[config.mk]
export PLATFORM = sky130hd
export DESIGN_NAME = spi_cmd_decoder
export DESIGN_NICKNAME = d
export VERILOG_FILES = /design/src/rtl/spi_cmd_decoder_pkg.sv /design/src/rtl/spi_reg_bank.sv /design/src/rtl/spi_cmd_decoder.sv
export SDC_FILE = /design/constraint.sdc
export NUM_CORES = 1
export LEC_CHECK = 0
export BUFFER_PORTS_ARGS = -buffer_cell sky130_fd_sc_hd__buf_2
export CORE_MARGIN = 1
export CORE_UTILIZATION = 50
export CTS_CLUSTER_SIZE = 40
export DETAILED_ROUTE_END_ITERATION = 12
export HOLD_SLACK_MARGIN = 0.1
export PLACE_DENSITY = 0.76
export SLEW_MARGIN = 30
export SYNTH_ARGS = -nofsm -noshare
export SYNTH_HDL_FRONTEND = slang
export SYNTH_SLANG_ARGS = --single-unit
[constraint.sdc]
create_clock -name clk -period 2.8 [get_ports clk]
set_input_delay 0.14 -clock clk [delete_from_list [all_inputs] [get_ports clk]]
set_output_delay 0.14 -clock clk [all_outputs]
set_load 0.005 [all_outputs]
[src/rtl/spi_cmd_decoder_pkg.sv]
// ============================================================================
// Module   : spi_cmd_decoder_pkg
// Brief    : Shared types and constants for the SPI command decoder: FSM
//            state encoding, register addresses, command byte fields.
// Revision : 1.0 - initial release
// ============================================================================
`default_nettype none

package spi_cmd_decoder_pkg;

  // Decoder FSM states, explicitly 2 bits wide
  typedef enum logic [1:0] {
    ST_IDLE    = 2'd0,
    ST_WRITE   = 2'd1,
    ST_READ    = 2'd2,
    ST_DISCARD = 2'd3
  } state_e;

  // Register widths
  localparam int unsigned ADDR_W  = 3;
  localparam int unsigned DIGIT_W = 5;
  localparam int unsigned LED_W   = 4;

  // Fixed register addresses above the digit range
  localparam logic [ADDR_W-1:0] ADDR_LED    = 3'd6;
  localparam logic [ADDR_W-1:0] ADDR_STATUS = 3'd7;

  // Command byte fields: {wr, reserved[3:0], start_addr[2:0]}
  localparam int unsigned CMD_WR_BIT  = 7;
  localparam int unsigned CMD_RSVD_HI = 6;
  localparam int unsigned CMD_RSVD_LO = 3;
  localparam int unsigned CMD_ADDR_HI = 2;

  // Digit code the display renders as blank
  localparam logic [DIGIT_W-1:0] BLANK_CODE = 5'd20;

  // A command is malformed when any reserved bit is set
  function automatic logic cmd_is_bad(input logic [7:0] cmd);
    return |cmd[CMD_RSVD_HI:CMD_RSVD_LO];
  endfunction

endpackage

`default_nettype wire

[src/rtl/spi_reg_bank.sv]
// ============================================================================
// Module   : spi_reg_bank
// Brief    : Digit / LED / status registers behind the SPI command decoder.
//            One write port, one combinational read port, sticky error flag.
// Revision : 1.0 - initial release
// ============================================================================
`default_nettype none

module spi_reg_bank #(
  parameter int unsigned NUM_DIGITS = 6,
  parameter logic [4:0]  BLANK_CODE = spi_cmd_decoder_pkg::BLANK_CODE
) (
  input  logic                        clk,
  input  logic                        rst_n,
  input  logic                        we,
  input  logic [2:0]                  waddr,
  input  logic [7:0]                  wdata,
  input  logic                        err_set,
  input  logic [2:0]                  raddr,
  output logic [7:0]                  rdata,
  output logic [NUM_DIGITS-1:0][4:0]  digits,
  output logic [3:0]                  led,
  output logic                        err
);
  import spi_cmd_decoder_pkg::*;

  logic [NUM_DIGITS-1:0][DIGIT_W-1:0] digits_q, digits_d;
  logic [LED_W-1:0]                   led_q, led_d;
  logic                               err_q, err_d;

  // Upper data bits have no home in any register
  logic unused_wdata;
  assign unused_wdata = ^wdata[7:5];

  // Next-state of every register; a new error outranks a clear in the same cycle
  always_comb begin
    digits_d = digits_q;
    led_d    = led_q;
    err_d    = err_q;
    for (int i = 0; i < int'(NUM_DIGITS); i++) begin
      if (we && (waddr == 3'(i))) begin
        digits_d[i] = wdata[DIGIT_W-1:0];
      end
    end
    if (we && (waddr == ADDR_LED)) begin
      led_d = wdata[LED_W-1:0];
    end
    if (we && (waddr == ADDR_STATUS) && wdata[0]) begin
      err_d = 1'b0;
    end
    if (err_set) begin
      err_d = 1'b1;
    end
  end

  // Register state, asynchronously returned to the blank display
  always_ff @(posedge clk or negedge rst_n) begin
    if (!rst_n) begin
      for (int i = 0; i < int'(NUM_DIGITS); i++) begin
        digits_q[i] <= BLANK_CODE;
      end
      led_q <= '0;
      err_q <= 1'b0;
    end else begin
      digits_q <= digits_d;
      led_q    <= led_d;
      err_q    <= err_d;
    end
  end

  // Combinational read port, narrower registers zero-extended
  always_comb begin
    rdata = 8'h00;
    for (int i = 0; i < int'(NUM_DIGITS); i++) begin
      if (raddr == 3'(i)) begin
        rdata = {3'b000, digits_q[i]};
      end
    end
    if (raddr == ADDR_LED) begin
      rdata = {4'b0000, led_q};
    end
    if (raddr == ADDR_STATUS) begin
      rdata = {7'b0000000, err_q};
    end
  end

  assign digits = digits_q;
  assign led    = led_q;
  assign err    = err_q;

endmodule

`default_nettype wire

[src/rtl/spi_cmd_decoder.sv]
// ============================================================================
// Module   : spi_cmd_decoder
// Brief    : Parses SPI byte frames into register read/write commands and
//            drives the display digits, LEDs and the next SPI transmit byte.
// Revision : 1.0 - initial release
// ============================================================================
`default_nettype none

module spi_cmd_decoder #(
  parameter int unsigned NUM_DIGITS = 6,
  parameter logic [4:0]  BLANK_CODE = spi_cmd_decoder_pkg::BLANK_CODE
) (
  input  logic       clk,
  input  logic       rst_n,
  input  logic       ss,
  input  logic       rx_valid,
  input  logic [7:0] rx_data,
  output logic [7:0] tx_data,
  output logic [4:0] digit0,
  output logic [4:0] digit1,
  output logic [4:0] digit2,
  output logic [4:0] digit3,
  output logic [4:0] digit4,
  output logic [4:0] digit5,
  output logic [3:0] led,
  output logic       err
);
  import spi_cmd_decoder_pkg::*;

  state_e             state_q, state_d;
  logic [ADDR_W-1:0]  ptr_q, ptr_d;
  logic [7:0]         tx_data_q, tx_data_d;
  // Set by reset: a reset may land mid-frame, so bytes are not trusted
  // as commands until ss has been seen high once.
  logic               reset_sync_q, reset_sync_d;

  logic               bank_we;
  logic               bank_err_set;
  logic [7:0]         bank_rdata;
  logic [NUM_DIGITS-1:0][4:0] bank_digits;

  spi_reg_bank #(
    .NUM_DIGITS (NUM_DIGITS),
    .BLANK_CODE (BLANK_CODE)
  ) u_reg_bank (
    .clk     (clk),
    .rst_n   (rst_n),
    .we      (bank_we),
    .waddr   (ptr_q),
    .wdata   (rx_data),
    .err_set (bank_err_set),
    .raddr   (ptr_d),
    .rdata   (bank_rdata),
    .digits  (bank_digits),
    .led     (led),
    .err     (err)
  );

  // Frame parser: the received byte is consumed first, then ss high forces IDLE
  always_comb begin
    state_d      = state_q;
    ptr_d        = ptr_q;
    reset_sync_d = reset_sync_q & ~ss;
    bank_we      = 1'b0;
    bank_err_set = 1'b0;
    if (reset_sync_q && !ss) begin
      state_d = ST_DISCARD;
    end else begin
      if (rx_valid) begin
        unique case (state_q)
          ST_IDLE: begin
            if (cmd_is_bad(rx_data)) begin
              bank_err_set = 1'b1;
              state_d      = ST_DISCARD;
            end else begin
              ptr_d   = rx_data[CMD_ADDR_HI:0];
              state_d = rx_data[CMD_WR_BIT] ? ST_WRITE : ST_READ;
            end
          end
          ST_WRITE: begin
            bank_we = 1'b1;
            ptr_d   = ptr_q + 3'd1;
          end
          ST_READ: begin
            ptr_d = ptr_q + 3'd1;
          end
          default: begin
          end
        endcase
      end
      if (ss) begin
        state_d = ST_IDLE;
      end
    end
  end

  // Transmit byte tracks reg[ptr] one cycle behind any pointer update
  always_comb begin
    tx_data_d = (state_d == ST_READ) ? bank_rdata : 8'h00;
  end

  // FSM, pointer and transmit registers
  always_ff @(posedge clk or negedge rst_n) begin
    if (!rst_n) begin
      state_q      <= ST_IDLE;
      ptr_q        <= '0;
      tx_data_q    <= 8'h00;
      reset_sync_q <= 1'b1;
    end else begin
      state_q      <= state_d;
      ptr_q        <= ptr_d;
      tx_data_q    <= tx_data_d;
      reset_sync_q <= reset_sync_d;
    end
  end

  assign tx_data = tx_data_q;
  assign digit0  = bank_digits[0];
  assign digit1  = bank_digits[1];
  assign digit2  = bank_digits[2];
  assign digit3  = bank_digits[3];
  assign digit4  = bank_digits[4];
  assign digit5  = bank_digits[5];

endmodule

`default_nettype wire

After elaboration in Yosys (flattened, before gate mapping)
Cells that the tools add are included.
{"block": "classes", "n_reduce_logical": 17, "n_eq_ne": 17, "n_bitwise": 2, "muxes": 28, "n_addsub": 1}
{"cell": "5-bit two-way mux", "count": 8}
{"cell": "3-bit == test (second input constant)", "count": 8}
{"cell": "3-bit by 2-bit == test with 1-bit output (second input constant)", "count": 4}
{"cell": "2-bit two-way mux", "count": 6}
{"cell": "1-bit logical AND", "count": 10}
{"cell": "1-bit two-way mux", "count": 9}
{"cell": "3-bit two-way mux", "count": 3}
{"cell": "8-bit two-way mux", "count": 1}
{"cell": "3-bit by 1-bit == test with 1-bit output (second input constant)", "count": 2}
{"cell": "3-bit logical NOT", "count": 2}
{"cell": "3-bit one-hot mux with 2 select lines", "count": 1}
{"cell": "2-bit == test (second input constant)", "count": 2}
{"cell": "4-bit OR reduction", "count": 1}
{"cell": "3-bit by 1-bit adder with 3-bit output (second input constant)", "count": 1}
{"cell": "2-bit by 1-bit == test with 1-bit output (second input constant)", "count": 1}
{"cell": "2-bit logical NOT", "count": 1}
{"cell": "2-bit nonzero test", "count": 1}
{"cell": "2-bit OR reduction", "count": 1}
{"cell": "1-bit AND", "count": 1}
{"cell": "1-bit logical NOT", "count": 1}
{"cell": "1-bit inverter", "count": 1}
{"block": "totals", "wordCells": 77, "out_inout_bits": 43, "register_bits": 49, "in_bits": 12}

Depth between registers and ports, before layout
{"block": "logic_depth", "word_depth": 15, "mapped_depth": 10, "ltp_nobuf": 9}

Modules after synthesis
Synthesis repeated with hierarchy kept, for this count alone.
{"block": "unflattened", "cells_unflattened": 193, "hier_area_um2": 2428.6}
{"mod": "spi_reg_bank", "area_per_inst_um2": 1735.4, "n_inst": 1, "cells_each": 128, "seq_area_each_um2": 890.9}
{"mod": "spi_cmd_decoder", "area_per_inst_um2": 693.2, "n_inst": 1, "cells_each": 65, "seq_area_each_um2": 351.6}

Least setup slack after synthesis
Ideal clock, no wire load.
{"block": "synth_path", "path_type": "register to register", "from": "register reset_sync_q", "to": "register tx_data_q[0], in the netlist tx_data[0]", "t_arrival_ps": 2084, "path_buffers": 1, "path_stages_with_launch": 10, "setup_slack_ps": 592, "period_less_slack_ps": 2208, "t_required_ps": 2676, "setup_time_ps": 124, "path_cell_list": "dfstp_2 -> nand2b_1 -> buf_4 -> inv_1 -> o41ai_2 -> a211oi_4 -> clkinv_2 -> a31oi_1 -> a31oi_1 -> o31a_1"}
{"block": "synth_via", "elab_chain_cells": 12, "word_cells_on_any_way": 21, "classes_between": "8 x eq/ne; 11 x mux; 2 x reduce/logical"}
{"item": "from (decl)", "line": "spi_cmd_decoder.sv:35", "source": "logic reset_sync_q, reset_sync_d;"}
{"item": "from (signal assigned)", "line": "spi_cmd_decoder.sv:113", "source": "reset_sync_q <= reset_sync_d;"}
{"item": "1-bit logical AND *", "line": "spi_cmd_decoder.sv:66", "source": "if (reset_sync_q && !ss) begin"}
{"item": "3-bit two-way mux *", "line": "spi_cmd_decoder.sv:66"}
{"item": "via ptr_d[0]", "line": "spi_cmd_decoder.sv:31", "source": "logic [ADDR_W-1:0] ptr_q, ptr_d;"}
{"item": "3-bit logical NOT", "line": "spi_reg_bank.sv:75", "source": "if (raddr == 3'(i)) begin"}
{"item": "5-bit two-way mux (6 in a row)", "line": "spi_reg_bank.sv:75"}
{"item": "5-bit two-way mux", "line": "spi_reg_bank.sv:79", "source": "if (raddr == ADDR_LED) begin"}
{"item": "5-bit two-way mux *", "line": "spi_reg_bank.sv:82", "source": "if (raddr == ADDR_STATUS) begin"}
{"item": "8-bit two-way mux *", "line": "spi_cmd_decoder.sv:99", "source": "tx_data_d = (state_d == ST_READ) ? bank_rdata : 8'h00;"}
{"item": "via tx_data_d[0]", "line": "spi_cmd_decoder.sv:32", "source": "logic [7:0] tx_data_q, tx_data_d;"}
{"item": "to (signal assigned)", "line": "spi_cmd_decoder.sv:112", "source": "tx_data_q <= tx_data_d;"}
{"item": "to (decl)", "line": "spi_cmd_decoder.sv:32"}
Mark *: on every way through the listed nets, which the timed path passes. The rest lies on a longest branch.
A chain may end at the register's enable or synchronous reset.

Final worst setup path
{"block": "layout_path", "from": "register state_q[0]", "to": "register tx_data_q[4], in the netlist tx_data[4]"}
{"block": "layout_via", "elab_chain_cells": 15, "word_cells_on_any_way": 29, "classes_between": "10 x eq/ne; 16 x mux; 3 x reduce/logical"}
{"item": "from (decl)", "line": "spi_cmd_decoder.sv:30", "source": "state_e state_q, state_d;"}
{"item": "from (signal assigned)", "line": "spi_cmd_decoder.sv:110", "source": "state_q <= state_d;"}
{"item": "2-bit by 1-bit == test with 1-bit output or 2-bit == test (tied branches)", "line": "spi_cmd_decoder.sv:70", "source": "unique case (state_q)"}
{"item": "2-bit OR reduction (no line)"}
{"item": "3-bit one-hot mux with 2 select lines", "line": "spi_cmd_decoder.sv:70"}
{"item": "3-bit two-way mux", "line": "spi_cmd_decoder.sv:69", "source": "if (rx_valid) begin"}
{"item": "3-bit two-way mux", "line": "spi_cmd_decoder.sv:66"}
{"item": "3-bit logical NOT", "line": "spi_reg_bank.sv:75"}
{"item": "5-bit two-way mux (6 in a row)", "line": "spi_reg_bank.sv:75"}
{"item": "5-bit two-way mux", "line": "spi_reg_bank.sv:79"}
{"item": "5-bit two-way mux", "line": "spi_reg_bank.sv:82"}
{"item": "8-bit two-way mux *", "line": "spi_cmd_decoder.sv:99"}
{"item": "via tx_data_d[4]", "line": "spi_cmd_decoder.sv:32"}
Marked as above.

==> flow_summary.yaml <==
clock_tree:
  clockBufferDepth: 2
  post_cts_buffers: 0
  tritoncts: "yes"
  cts_buffers: 5
  clkTransAtPathRegs_ps: 90
  cts_root_buf: "clkbuf_8"
  hold_buffers: 1
  htree_levels: 2
  cts_resized: 0
  clk_latency_ps: 290
  cts.sinks: 46
sta:
  fmax_mhz: 402
  min_period_ps: 2490
  slew_headroom_pct: 60.2
  tns_ps: 0
  setup_viol: 0
  period_share_pct: 88.9
  hold_viol_final: 0
  rsz0062_at_grt: "no"
  fin_skew_ps: 6.43
  fin_ws_ps: 309
  tightest_slew_ps: 591
  drv_slew: 0
critical_path:
  crit_path_start: "state_q[0]"
  reg2reg_setup_slack_ps: 310
  cp-start-kind: "register"
  cp_num_buf_inv: 1
  crit_fanout: 13
  crit_chain: "ha_1 > or2b_2 > o41ai_2 > a211oi_4 > buf_4 > mux2i_1 > mux2_2 > o32ai_1"
  critPathCaptureType: "register"
  slowest_delay_ps: 460
  r2r_cells: 8
  critPathKind: "register to register"
  crit_path_end: "tx_data[4]"
  critical_path.top_delay_family: "compound AO/OA/AOI/OAI gates"
  r2r_end: "tx_data[4]"
  worstReg2RegStart: "state_q[0]"
  path_depth: 8
  cp_data_required_time_ps: 3000
  crit_slowest_cell: "o41ai_2"
  worstPathArrival_ps: 2690
global_route:
  grt_usage_pct: 23.3
  grt_max_degree: 47
  grt_pass1_wl_microns: 9110
  antenna_found_initial: 0
  grt_pass1_vias: 1794
  grt-ovfl-total: 0
synth:
  synth_top_area_share_pct: 33.8
  synth_area_leaders: "dfrtp_1 (34%), mux2_2 (15%), dfstp_2 (14%), ha_1 (4.6%), mux2i_1 (3.7%)"
  synth-edff-count: 0
  synth_cell_type_count: 49
  yosys.area.top_type: "dfrtp_1"
  synth_cells: 208
  yosysWarnings: 0
  postSynthAreaPerCell_sq_um: 11.7
  netlist_area_sq_um: 2440
  seq_area_frac_synth_pct: 47.8
  postSynthRegisterBits: 46
  synth_ff_type: "dfrtp_1"
  async_flop_share_pct: 100
pwr:
  p_leak_uw: 0.00141
  ir_worst_vdd_mv: 0.517
  powerDensity_nw_per_um2: 964
placement:
  io_buffer_count: 51
  place_inst: 319
  gp_congestion: 0.911
  preCtsSetupSlack_ps: 349
  dp_hpwl_microns: 4170
finish:
  area_growth_pct: 16.1
  mostFrequentLayoutCells: "buf_2 (50), mux2_2 (33), dfrtp_1 (33)"
  diodes: 0
  drive_gt1_share_pct: 47.1
  fillers: 412
  fin_cells: 328
  layout_commonest_cell: "buf_2"
  final_nets: 281
detailed_routing:
  wl_microns: 5770
  drc_errors: 0
  vias_per_cell: 5.76
  wire_per_inst_microns: 17.6
  antenna_left: 0
  vias: 1888
  first_pass_iters: 4
  drtIter0Drc: 122
floorplan:
  die_area_sq_um: 5160
  die_h_microns: 71.9
  initial_core_util_pct: 51.7
  core_area_sq_um: 4720
  die-width_microns: 71.9
  ioPinCount: 55
  rows: 25
flow_run:
  drv_cap: 0
hold_path:
  holdCritStartpoint: "ss"
  hp-class: "primary input to register"
outcome:
  outcome: "complete, no violations"
## where the power goes
part	internal [uW]	switching (uW)
registers	960	192
clock network	199	227
logic	570	583
total	1730	1000
## synth_stat cells, types with 2 or more instances
| cell type | instances |
|---|---|
| buf_4 | 5 |
| inv_1 | 8 |
| nand3_1 | 10 |
| buf_6 | 3 |
| a31o_2 | 2 |
| o211a_1 | 3 |
| a21oi_1 | 3 |
| o21ai_1 | 4 |
| nand4_1 | 2 |
| o41ai_1 | 2 |
| nor2_1 | 5 |
| nor3_1 | 5 |
| ha_1 | 9 |
| dfstp_2 | 13 |
| dfrtp_1 | 33 |
| a211o_1 | 2 |
| o21ai_0 | 5 |
| and3_1 | 4 |
| clkbuf_1 | 4 |
| nand2_1 | 14 |
| a31oi_1 | 4 |
| mux2_2 | 33 |
| mux2i_1 | 9 |
## sequential cells by signal, summed over array words and instances (netlist names)
signal             flops
state_q                2
u_reg_bank.err         1
tx_data                5
u_reg_bank.led         4
ptr_q                  3
u_reg_bank.digits     30
reset_sync_q           1
## worst reg2reg max path: stages (launching register included)
cell and delay (ps):
dfrtp_1 410, ha_1 220, or2b_2 340, o41ai_2 460, a211oi_4 130, buf_4 220, mux2i_1 140, mux2_2 260
o32ai_1 210
## final cells by class
cell class	count	area (sq um)	area share, %
clock buffers	6	82.6	2.92
clock inverters	2	12.5	0.442
inverters	11	42.5	1.50
multi-input cells	140	1150	40.5
flip-flops and latches	46	1170	41.2
well taps	67	83.8	2.96
repair buffers	56	298	10.5
## through the flow
step	hold WS [ps]	util [%]	area [sq um]	power, uW
after global placement	361	57.7	2730	2270
after CTS	146	60.0	2830	2740
after floorplan	-156	-	2450	1870
after global routing	148	60.0	2830	2900
after detailed placement	180	57.7	2730	2310
final	147	60.0	2830	2730
## routing by layer
| layer | routed length, microns | global-route usage [%] | vias up |
|---|---|---|---|
| met5 | 0 | 0 | - |
| met4 | 91 | 9.37 | 0 |
| met3 | 391 | 4.08 | 8 |
| met2 | 2710 | 36.3 | 84 |
| met1 | 2580 | 32.4 | 931 |
| li1 | - | - | 865 |
## worst min-delay path by stage
stage                     slack (ps)                    end  cells after the start
after floorplan                 -160               ptr_q[0]                      0
after global placement           360      u_reg_bank.led[1]                      1
after detailed placement         180  u_reg_bank.digits[21]                      1
after CTS                        150   u_reg_bank.digits[0]                      2
after global routing             150   u_reg_bank.digits[5]                      2
final                            150             state_q[1]                      4
## cell families (layout without fill, tap and decap cells)
logic type / count (synthesis) / after routing / share of synthesized area (%)
buffers and inverters: 24 / 75 / 5.49
other: 1 / 3 / 0.154
adders and majority gates: 9 / 9 / 4.62
AOI/OAI and AO/OA: 37 / 37 / 12.2
DFF: 46 / 46 / 47.8
muxes: 42 / 42 / 18.9
and+or+nand+nor: 49 / 49 / 10.8
Power figures use the tool's default switching activity.
